===== src/rtl/mem_port_arbiter_if.sv =====
// mem_port_arbiter_if: fetch, data and memory-side signals of the unified memory port arbiter
interface mem_port_arbiter_if #(
    parameter int ADDR_W = 32,
    parameter int MEM_AW = 14
);
    logic              if_req;
    logic [ADDR_W-1:0] if_addr;
    logic              if_gnt;
    logic              if_rvalid;
    logic [31:0]       if_rdata;
    logic              d_req;
    logic              d_we;
    logic [ADDR_W-1:0] d_addr;
    logic [31:0]       d_wdata;
    logic              d_gnt;
    logic              d_rvalid;
    logic [31:0]       d_rdata;
    logic              mem_en;
    logic              mem_we;
    logic [MEM_AW-1:0] mem_addr;
    logic [31:0]       mem_wdata;
    logic [31:0]       mem_rdata;
    modport slave (
        input  if_req, if_addr, d_req, d_we, d_addr, d_wdata, mem_rdata,
        output if_gnt, if_rvalid, if_rdata, d_gnt, d_rvalid, d_rdata,
               mem_en, mem_we, mem_addr, mem_wdata
    );
    modport master (
        output if_req, if_addr, d_req, d_we, d_addr, d_wdata, mem_rdata,
        input  if_gnt, if_rvalid, if_rdata, d_gnt, d_rvalid, d_rdata,
               mem_en, mem_we, mem_addr, mem_wdata
    );
endinterface


===== src/rtl/mem_port_arbiter.sv =====
// mem_port_arbiter: shares one single-port memory between fetch and data stages;
// data wins by default, a bounded data streak lets a waiting fetch through.
module mem_port_arbiter #(
    parameter int ADDR_W       = 32,
    parameter int MEM_AW       = 14,
    parameter int MAX_D_STREAK = 4
) (
    input logic               clk,
    input logic               rst,
    mem_port_arbiter_if.slave bus
);
    localparam int SW = $clog2(MAX_D_STREAK + 1);
    localparam logic [SW-1:0] STREAK_MAX = SW'(MAX_D_STREAK);
    localparam logic [1:0] RESP_NONE = 2'd0;
    localparam logic [1:0] RESP_IF   = 2'd1;
    localparam logic [1:0] RESP_D    = 2'd2;
    logic [SW-1:0] streak_q, streak_d;
    logic [1:0]    resp_q, resp_d;
    logic          if_gnt, d_gnt, fetch_due, if_rvalid, d_rvalid;
    logic          unused_addr;
    assign fetch_due = bus.if_req && streak_q == STREAK_MAX;
    assign d_gnt     = !rst && bus.d_req && !fetch_due;
    assign if_gnt    = !rst && bus.if_req && !d_gnt;
    // Streak only counts data wins that actually made fetch wait.
    always_comb begin
        streak_d = (!bus.if_req || if_gnt) ? '0 :
                   (d_gnt && streak_q != STREAK_MAX) ? streak_q + 1'b1 : streak_q;
        resp_d   = if_gnt ? RESP_IF : (d_gnt && !bus.d_we) ? RESP_D : RESP_NONE;
    end
    always_ff @(posedge clk) begin
        if (rst) begin
            streak_q <= '0;
            resp_q   <= RESP_NONE;
        end else begin
            streak_q <= streak_d;
            resp_q   <= resp_d;
        end
    end
    // A response pending at a reset edge is suppressed while rst is high.
    assign if_rvalid     = !rst && resp_q == RESP_IF;
    assign d_rvalid      = !rst && resp_q == RESP_D;
    assign bus.if_gnt    = if_gnt;
    assign bus.d_gnt     = d_gnt;
    assign bus.if_rvalid = if_rvalid;
    assign bus.d_rvalid  = d_rvalid;
    assign bus.if_rdata  = if_rvalid ? bus.mem_rdata : '0;
    assign bus.d_rdata   = d_rvalid ? bus.mem_rdata : '0;
    assign bus.mem_en    = if_gnt | d_gnt;
    assign bus.mem_we    = d_gnt & bus.d_we;
    assign bus.mem_addr  = if_gnt ? bus.if_addr[MEM_AW+1:2] : d_gnt ? bus.d_addr[MEM_AW+1:2] : '0;
    assign bus.mem_wdata = d_gnt ? bus.d_wdata : '0;
    assign unused_addr   = ^{bus.if_addr[ADDR_W-1:MEM_AW+2], bus.if_addr[1:0],
                             bus.d_addr[ADDR_W-1:MEM_AW+2], bus.d_addr[1:0]};
endmodule


===== src/flat_wrapper.sv =====
// flat-port wrapper written by rule: the top's interface ports become plain ports
module mem_port_arbiter_flat 
#(
    parameter int ADDR_W       = 32,
    parameter int MEM_AW       = 14,
    parameter int MAX_D_STREAK = 4
)
  (clk, rst, bus_if_req, bus_if_addr, bus_d_req, bus_d_we, bus_d_addr, bus_d_wdata, bus_mem_rdata, bus_if_gnt, bus_if_rvalid, bus_if_rdata, bus_d_gnt, bus_d_rvalid, bus_d_rdata, bus_mem_en, bus_mem_we, bus_mem_addr, bus_mem_wdata);
  mem_port_arbiter_if #(.ADDR_W(ADDR_W), .MEM_AW(MEM_AW)) bus_i ();
  input logic clk;
  input logic rst;
  input wire logic [$bits(bus_i.if_req)-1:0] bus_if_req;
  input wire logic [$bits(bus_i.if_addr)-1:0] bus_if_addr;
  input wire logic [$bits(bus_i.d_req)-1:0] bus_d_req;
  input wire logic [$bits(bus_i.d_we)-1:0] bus_d_we;
  input wire logic [$bits(bus_i.d_addr)-1:0] bus_d_addr;
  input wire logic [$bits(bus_i.d_wdata)-1:0] bus_d_wdata;
  input wire logic [$bits(bus_i.mem_rdata)-1:0] bus_mem_rdata;
  output wire logic [$bits(bus_i.if_gnt)-1:0] bus_if_gnt;
  output wire logic [$bits(bus_i.if_rvalid)-1:0] bus_if_rvalid;
  output wire logic [$bits(bus_i.if_rdata)-1:0] bus_if_rdata;
  output wire logic [$bits(bus_i.d_gnt)-1:0] bus_d_gnt;
  output wire logic [$bits(bus_i.d_rvalid)-1:0] bus_d_rvalid;
  output wire logic [$bits(bus_i.d_rdata)-1:0] bus_d_rdata;
  output wire logic [$bits(bus_i.mem_en)-1:0] bus_mem_en;
  output wire logic [$bits(bus_i.mem_we)-1:0] bus_mem_we;
  output wire logic [$bits(bus_i.mem_addr)-1:0] bus_mem_addr;
  output wire logic [$bits(bus_i.mem_wdata)-1:0] bus_mem_wdata;
  assign bus_i.if_req = bus_if_req;
  assign bus_i.if_addr = bus_if_addr;
  assign bus_i.d_req = bus_d_req;
  assign bus_i.d_we = bus_d_we;
  assign bus_i.d_addr = bus_d_addr;
  assign bus_i.d_wdata = bus_d_wdata;
  assign bus_i.mem_rdata = bus_mem_rdata;
  assign bus_if_gnt = bus_i.if_gnt;
  assign bus_if_rvalid = bus_i.if_rvalid;
  assign bus_if_rdata = bus_i.if_rdata;
  assign bus_d_gnt = bus_i.d_gnt;
  assign bus_d_rvalid = bus_i.d_rvalid;
  assign bus_d_rdata = bus_i.d_rdata;
  assign bus_mem_en = bus_i.mem_en;
  assign bus_mem_we = bus_i.mem_we;
  assign bus_mem_addr = bus_i.mem_addr;
  assign bus_mem_wdata = bus_i.mem_wdata;
  mem_port_arbiter #(.ADDR_W(ADDR_W), .MEM_AW(MEM_AW), .MAX_D_STREAK(MAX_D_STREAK)) u_core (.clk(clk), .rst(rst), .bus(bus_i));
endmodule

===== config.mk =====
export PLATFORM = sky130hd
export DESIGN_NAME = mem_port_arbiter_flat
export DESIGN_NICKNAME = d
export VERILOG_FILES = /design/src/rtl/mem_port_arbiter_if.sv /design/src/rtl/mem_port_arbiter.sv /design/src/flat_wrapper.sv
export SDC_FILE = /design/constraint.sdc
export NUM_CORES = 1
export LEC_CHECK = 0
export BUFFER_PORTS_ARGS = -buffer_cell sky130_fd_sc_hd__buf_4
export CAP_MARGIN = 15
export CORE_AREA = 5 5 94 96
export DETAILED_ROUTE_END_ITERATION = 6
export DIE_AREA = 0 0 99 101
export REMOVE_ABC_BUFFERS = 1
export SYNTH_ARGS = -nofsm -noshare
export SYNTH_HDL_FRONTEND = slang
export SYNTH_SLANG_ARGS = --single-unit

===== constraint.sdc =====
create_clock -name clk -period 1.6 [get_ports clk]
set_clock_uncertainty 0.05 [all_clocks]
set_input_delay 0.24 -clock clk [delete_from_list [all_inputs] [get_ports clk]]
set_output_delay 0.24 -clock clk [all_outputs]
set_load 0.005 [all_outputs]

Yosys cells after proc, flatten, opt, wreduce, memory -nomap -nowiden. Cells that the tools add are included.

Output and inout port bits: 116. Word-level logic and storage cells: 34. Input port bits: 133. Bits in registers: 5.

Reductions and logical operators: 17. Mux-type cells: 7. Add/sub/neg operators: 1. Equality and inequality tests: 4. Bitwise logic cells: 2.

Operators by type and width (number): two-way mux 32 bit (3); two-way mux 14 bit (2); logical AND 1 bit (9); logical NOT 1 bit (5); OR reduction 2 bit (2); adder 3 x 1 -> 3 bit, second input constant (1); equality test 3 bit, second input constant (1); != test 3 bit, second input constant (1); equality test 2 x 1 -> 1 bit, second input constant (1); equality test 2 bit, second input constant (1); two-way mux 2 bit (1); AND 1 bit (1); logical OR 1 bit (1); two-way mux 1 bit (1); OR 1 bit (1).

Longest topological paths before layout.
Word-level depth: 8. Mapped depth: 7. Mapped depth without buffers: 5.

Worst setup path after synthesis. OpenSTA, ideal clock, no wires.

Path type: flip-flop to output port. From: register u_core.streak_q[0]. To: output bus_mem_addr[10]. Stages on the path, launching flop included: 7. Buffers on the path: 1. Arrival: 1302 ps. Required time: 1310 ps. Slack: 8 ps. Path through: dfxtp_1 inv_1 ha_1 nand2_1 a21oi_1 buf_4 a22o_1.

Word-level cells in the longest chain between the ends: 7. Elaborated cells on any way between the ends: 8. Classes of those cells: eq/ne: 1; mux: 2; reduce/logical: 5.

Ends and longest elaborated chain: from (decl) (line mem_port_arbiter.sv:17) `logic [SW-1:0] streak_q, streak_d;`; from (signal assigned) (line mem_port_arbiter.sv:35) `streak_q <= streak_d;`; equality test 3 bit (line mem_port_arbiter.sv:21) `assign fetch_due = bus.if_req && streak_q == STREAK_MAX;`; logical AND 1 bit (line mem_port_arbiter.sv:21); logical NOT 1 bit (line mem_port_arbiter.sv:22) `assign d_gnt = !rst && bus.d_req && !fetch_due;`; logical AND 1 bit (line mem_port_arbiter.sv:22); logical NOT 1 bit (line mem_port_arbiter.sv:23) `assign if_gnt = !rst && bus.if_req && !d_gnt;`; logical AND 1 bit (line mem_port_arbiter.sv:23); via bus_if_gnt (line flat_wrapper.sv:19) `output wire logic [$bits(bus_i.if_gnt)-1:0] bus_if_gnt;`; two-way mux 14 bit (line mem_port_arbiter.sv:50) `assign bus.mem_addr = if_gnt ? bus.if_addr[MEM_AW+1:2] : d_gnt ? bus.d_addr[MEM_AW+1:2] : '0;`; to (decl) (line flat_wrapper.sv:27) `output wire logic [$bits(bus_i.mem_addr)-1:0] bus_mem_addr;`.

The timed path passes the listed nets, and every way through them passes these cells.

Worst setup path in the final report.
From: register u_core.streak_q[1]. To: output bus_mem_addr[6].

Word-level cells in the longest chain between the ends: 7. Elaborated cells on any way between the ends: 8. Classes of those cells: eq/ne: 1; mux: 2; reduce/logical: 5.

Ends and longest elaborated chain (line): equality test 3 bit * (mem_port_arbiter.sv:21); logical AND 1 bit * (mem_port_arbiter.sv:21); logical NOT 1 bit * (mem_port_arbiter.sv:22); logical AND 1 bit * (mem_port_arbiter.sv:22); logical NOT 1 bit (mem_port_arbiter.sv:23); logical AND 1 bit (mem_port_arbiter.sv:23); two-way mux 14 bit * (mem_port_arbiter.sv:50).

Mark *: on every way between the ends. The rest lies on a longest branch, timed or not.

==> impl_table.tex <==
\begin{tabular}{lr}
\hline
Metric & Value \\
\hline
\multicolumn{2}{l}{\textbf{Yosys}} \\
Commonest cells in the synthesized netlist & sky130\_fd\_sc\_hd\_\_and2\_1, sky130\_fd\_sc\_hd\_\_and3\_1, sky130\_fd\_sc\_hd\_\_a22o\_1, sky130\_fd\_sc\_hd\_\_clkbuf\_1, sky130\_fd\_sc\_hd\_\_dfxtp\_1 \\
Library cell occupying the most area in the post-synthesis netlist & sky130\_fd\_sc\_hd\_\_and2\_1 \\
Async SR Flop Fraction & 0 \\
Gate count after technology mapping & 154 \\
Sequential share of the synthesized area & 0.0945 \\
Average cell area after synthesis & 6.88 um2 \\
Fraction of post-synthesis cell area in the top cell type by area & 0.384 \\
Flop and latch count out of synthesis & 5 \\
Ys flop type & sky130\_fd\_sc\_hd\_\_dfxtp\_1 \\
Cells taking the most area after synthesis & sky130\_fd\_sc\_hd\_\_and2\_1, sky130\_fd\_sc\_hd\_\_and3\_1, sky130\_fd\_sc\_hd\_\_a22o\_1 \\
Count of distinct cell types in the synthesized netlist & 19 \\
Cell Area, Synth & 1060 um2 \\
Most frequent cell after synthesis & sky130\_fd\_sc\_hd\_\_and2\_1 \\
Number of enable-type register cells in the synthesized netlist & 0 \\
Total of warnings raised by yosys & 0 \\
\multicolumn{2}{l}{\textbf{Placed design}} \\
PortBufs & 212 \\
DP Area & 2810 um2 \\
Dpl ws & -50.3 ps \\
Final weighted congestion in routability-driven placement & 0.789 \\
Detailed placer's ending HPWL & 5390 um \\
\multicolumn{2}{l}{\textbf{CTS}} \\
Count of hold buffers inserted by post-cts repair & 0 \\
Clock tree from TritonCTS & yes \\
Clk Tree Root Cell & sky130\_fd\_sc\_hd\_\_clkbuf\_8 \\
Clock buffers created by TritonCTS & 3 \\
Skew-Pair Late Insertion Delay & 220 ps \\
H-tree level count & 1 \\
Clock-pin slew of the registers on the worst-case setup and hold paths & 40 ps \\
Number of clock sinks & 5 \\
Clock Tree Buf Depth & 2 \\
\multicolumn{2}{l}{\textbf{Die}} \\
Initial Utilization & 0.133 \\
Die outline height & 101 um \\
Die Footprint & 10000 um2 \\
Core Footprint & 7970 um2 \\
I/O pins & 249 \\
Die X-Extent & 99 um \\
FP Rows & 33 \\
\multicolumn{2}{l}{\textbf{Critical path}} \\
Endpoint of the most critical setup path & bus\_mem\_addr[6] \\
Type of destination of the critical path & primary output \\
Slack of the worst reg-to-reg path & 460 ps \\
Slowest stage delay, CP & 310 ps \\
WP depth & 7 \\
Worst-path cell with the longest stage delay & sky130\_fd\_sc\_hd\_\_dfxtp\_2 \\
Startpoint type of the worst setup path & register \\
Largest delay contributor family on the critical path & compound AO/OA/AOI/OAI gates \\
Path type of the worst setup path & reg -> out \\
R2r endpoint & u\_core.resp\_q[1]\$\_SDFF\_PP0\_ \\
Origin of the critical flop-to-flop path & u\_core.streak\_q[1]\$\_SDFFE\_PP0P\_ \\
Worst r2r path cells & 5 \\
Required time at the endpoint of the critical path & 1310 ps \\
Data arrival at the endpoint of the critical path & 1450 ps \\
Cell-by-cell listing of the critical path & inv\_2 > ha\_4 > nand2\_2 > a21oi\_4 > buf\_6 > a22o\_1 > buf\_4 \\
Largest driver fanout on the critical path & 8 \\
Start point of the critical path & u\_core.streak\_q[1]\$\_SDFFE\_PP0P\_ \\
Buf+Inv Stages, Crit Path & 3 \\
\multicolumn{2}{l}{\textbf{Layout}} \\
Fraction of layout cells with a size suffix above 1 & 0.682 \\
Finished layout cell area & 3130 um2 \\
P\&R area growth vs syn & 196\% \\
Nets & 507 \\
Layout fillers & 774 \\
Antenna Diode Count & 0 \\
\multicolumn{2}{l}{\textbf{Global routing}} \\
Overflow left after global routing & 0 \\
Total routing usage reported by global routing & 0.112 \\
Antenna violations before repair & 0 \\
Pin count of the biggest net entering global routing & 36 \\
Vias in the first global route & 1834 \\
Global-route wire length before repair & 9150 um \\
\multicolumn{2}{l}{\textbf{Timing}} \\
Portion of the clock cycle consumed by the worst path in the final layout & 1.09 \\
Count of endpoints failing setup in the final report & 98 \\
Final critical path time including I/O delays and setup & 1740 ps \\
Number of hold-slack violations in the final timing report & 0 \\
Setup repair after global routing missed its margin & true \\
F\_max & 574 MHz \\
Final max-slew violation count & 0 \\
Rel. slew slack & 0.785 \\
Worst Slack Setup Final & -141 ps \\
Transition time at the pin with the least slew margin & 321 ps \\
\multicolumn{2}{l}{\textbf{Detailed routing}} \\
Count of unresolved DRC violations after routing & 0 \\
WL per Instance & 15.0 um \\
Number of nets with antenna violations after routing & 0 \\
Detailed-route via count & 1963 \\
Mean number of vias per cell & 4.12 \\
Drt total wl & 7130 um \\
Count of TritonRoute iterations in the first routing pass & 4 \\
DRC violation total after the first TritonRoute iteration & 31 \\
\multicolumn{2}{l}{\textbf{Min path}} \\
Type of the worst min-delay path & in -> reg \\
\multicolumn{2}{l}{\textbf{Power and ir drop}} \\
Leakage power summed over all cells & 1.78 nW \\
Peak supply drop & 0.230 mV \\
Pwr/cell area & 273 nW/um2 \\
\multicolumn{2}{l}{\textbf{Run}} \\
Max cap viols & 0 \\
\multicolumn{2}{l}{\textbf{Status}} \\
Failing checks & negative setup slack \\
Status & complete, but fails checks \\
\hline
\end{tabular}
==> worst min path at each step <==
stage	from	to	slack (ps)	depth (start not counted)
2_1_floorplan	bus_d_we	u_core.resp_q[1]$_SDFF_PP0_	260	1
3_5_place_dp	bus_d_we	u_core.resp_q[1]$_SDFF_PP0_	360	2
6_report	bus_d_we	u_core.resp_q[1]$_SDFF_PP0_	130	2
4_1_cts	bus_d_we	u_core.resp_q[1]$_SDFF_PP0_	130	2
3_3_place_gp	bus_d_we	u_core.resp_q[1]$_SDFF_PP0_	370	2
5_1_grt	bus_d_we	u_core.resp_q[1]$_SDFF_PP0_	130	2
==> worst register-to-register path, cell delays in order, from the launching register on <==
cell	delay, ps
sky130_fd_sc_hd__dfxtp_2	310
sky130_fd_sc_hd__inv_2	60
sky130_fd_sc_hd__ha_4	160
sky130_fd_sc_hd__nand3_4	100
sky130_fd_sc_hd__and2_4	220
sky130_fd_sc_hd__nor2b_1	130
==> report_power, final <==
group	internal [W]	total, W	switching [W]
Clock	0.000171	0.000231	0.0000598
Combinational	0.000334	0.000492	0.000158
Sequential	0.000129	0.000132	0.00000311
Total	0.000634	0.000855	0.000221
==> cells in the final DEF (no fill, tap or decap), drive strengths merged, types with 3 or more instances in the layout <==
cell,n
a22o,14
and2,66
and3,33
buf,223
clkbuf,9
dfxtp,5
nor2,4
nor3b,3
==> area by class of cell <==
type                       count  area [um2]  area share
timing repair buffer         228        1890       0.604
multi-input combinational    132         953       0.304
tap                          105         131      0.0419
sequential                     5         104      0.0331
clock buffer                   4        45.0      0.0144
inverter                       2        7.51     0.00240
==> per-stage QoR <==
stage	instances	power [W]	TNS (ps)	util	hold slack, ps
floorplan	138	0.000237	-41320	-	262
CTS	468	0.000826	-2600	0.362	133
finish	476	0.000855	-6900	0.393	125
global route	476	0.000908	-13340	0.393	127
detailed placement	464	0.000588	-328	0.352	362
global placement	464	0.000583	-406	0.352	367
==> what timing repair did <==
| item | in CTS | in global routing |
|---|---|---|
| cloned | 1 | 6 |
| endpoints found under the setup margin | 49 | 59 |
| pin swaps | 6 | 13 |
| buffers inserted | 0 | 2 |
| gates resized for setup | 14 | 26 |
==> metal layers <==
metal / up-vias / routed length, um / global-route usage
met2: 143 / 3780 / 0.210
met1: 861 / 2330 / 0.111
met5: - / 0 / 0
li1: 955 / - / -
met4: 0 / 57 / 0.0273
met3: 4 / 962 / 0.0533
==> state kept, by name, indices dropped and copies added (netlist names) <==
| name | flops |
|---|---|
| u_core.resp_q | 2 |
| u_core.streak_q | 3 |
==> cell families (layout without fill, tap and decap cells) <==
family | after synthesis | after routing | share of synthesized area
AOI/OAI and AO/OA | 16 | 16 | 0.125
adders and majority gates | 2 | 2 | 0.0236
buffers and inverters | 18 | 234 | 0.0909
and+or+nand+nor | 112 | 113 | 0.656
DFF | 5 | 5 | 0.0945
muxes | 1 | 1 | 0.00945
(Power assumes the default switching activity.)
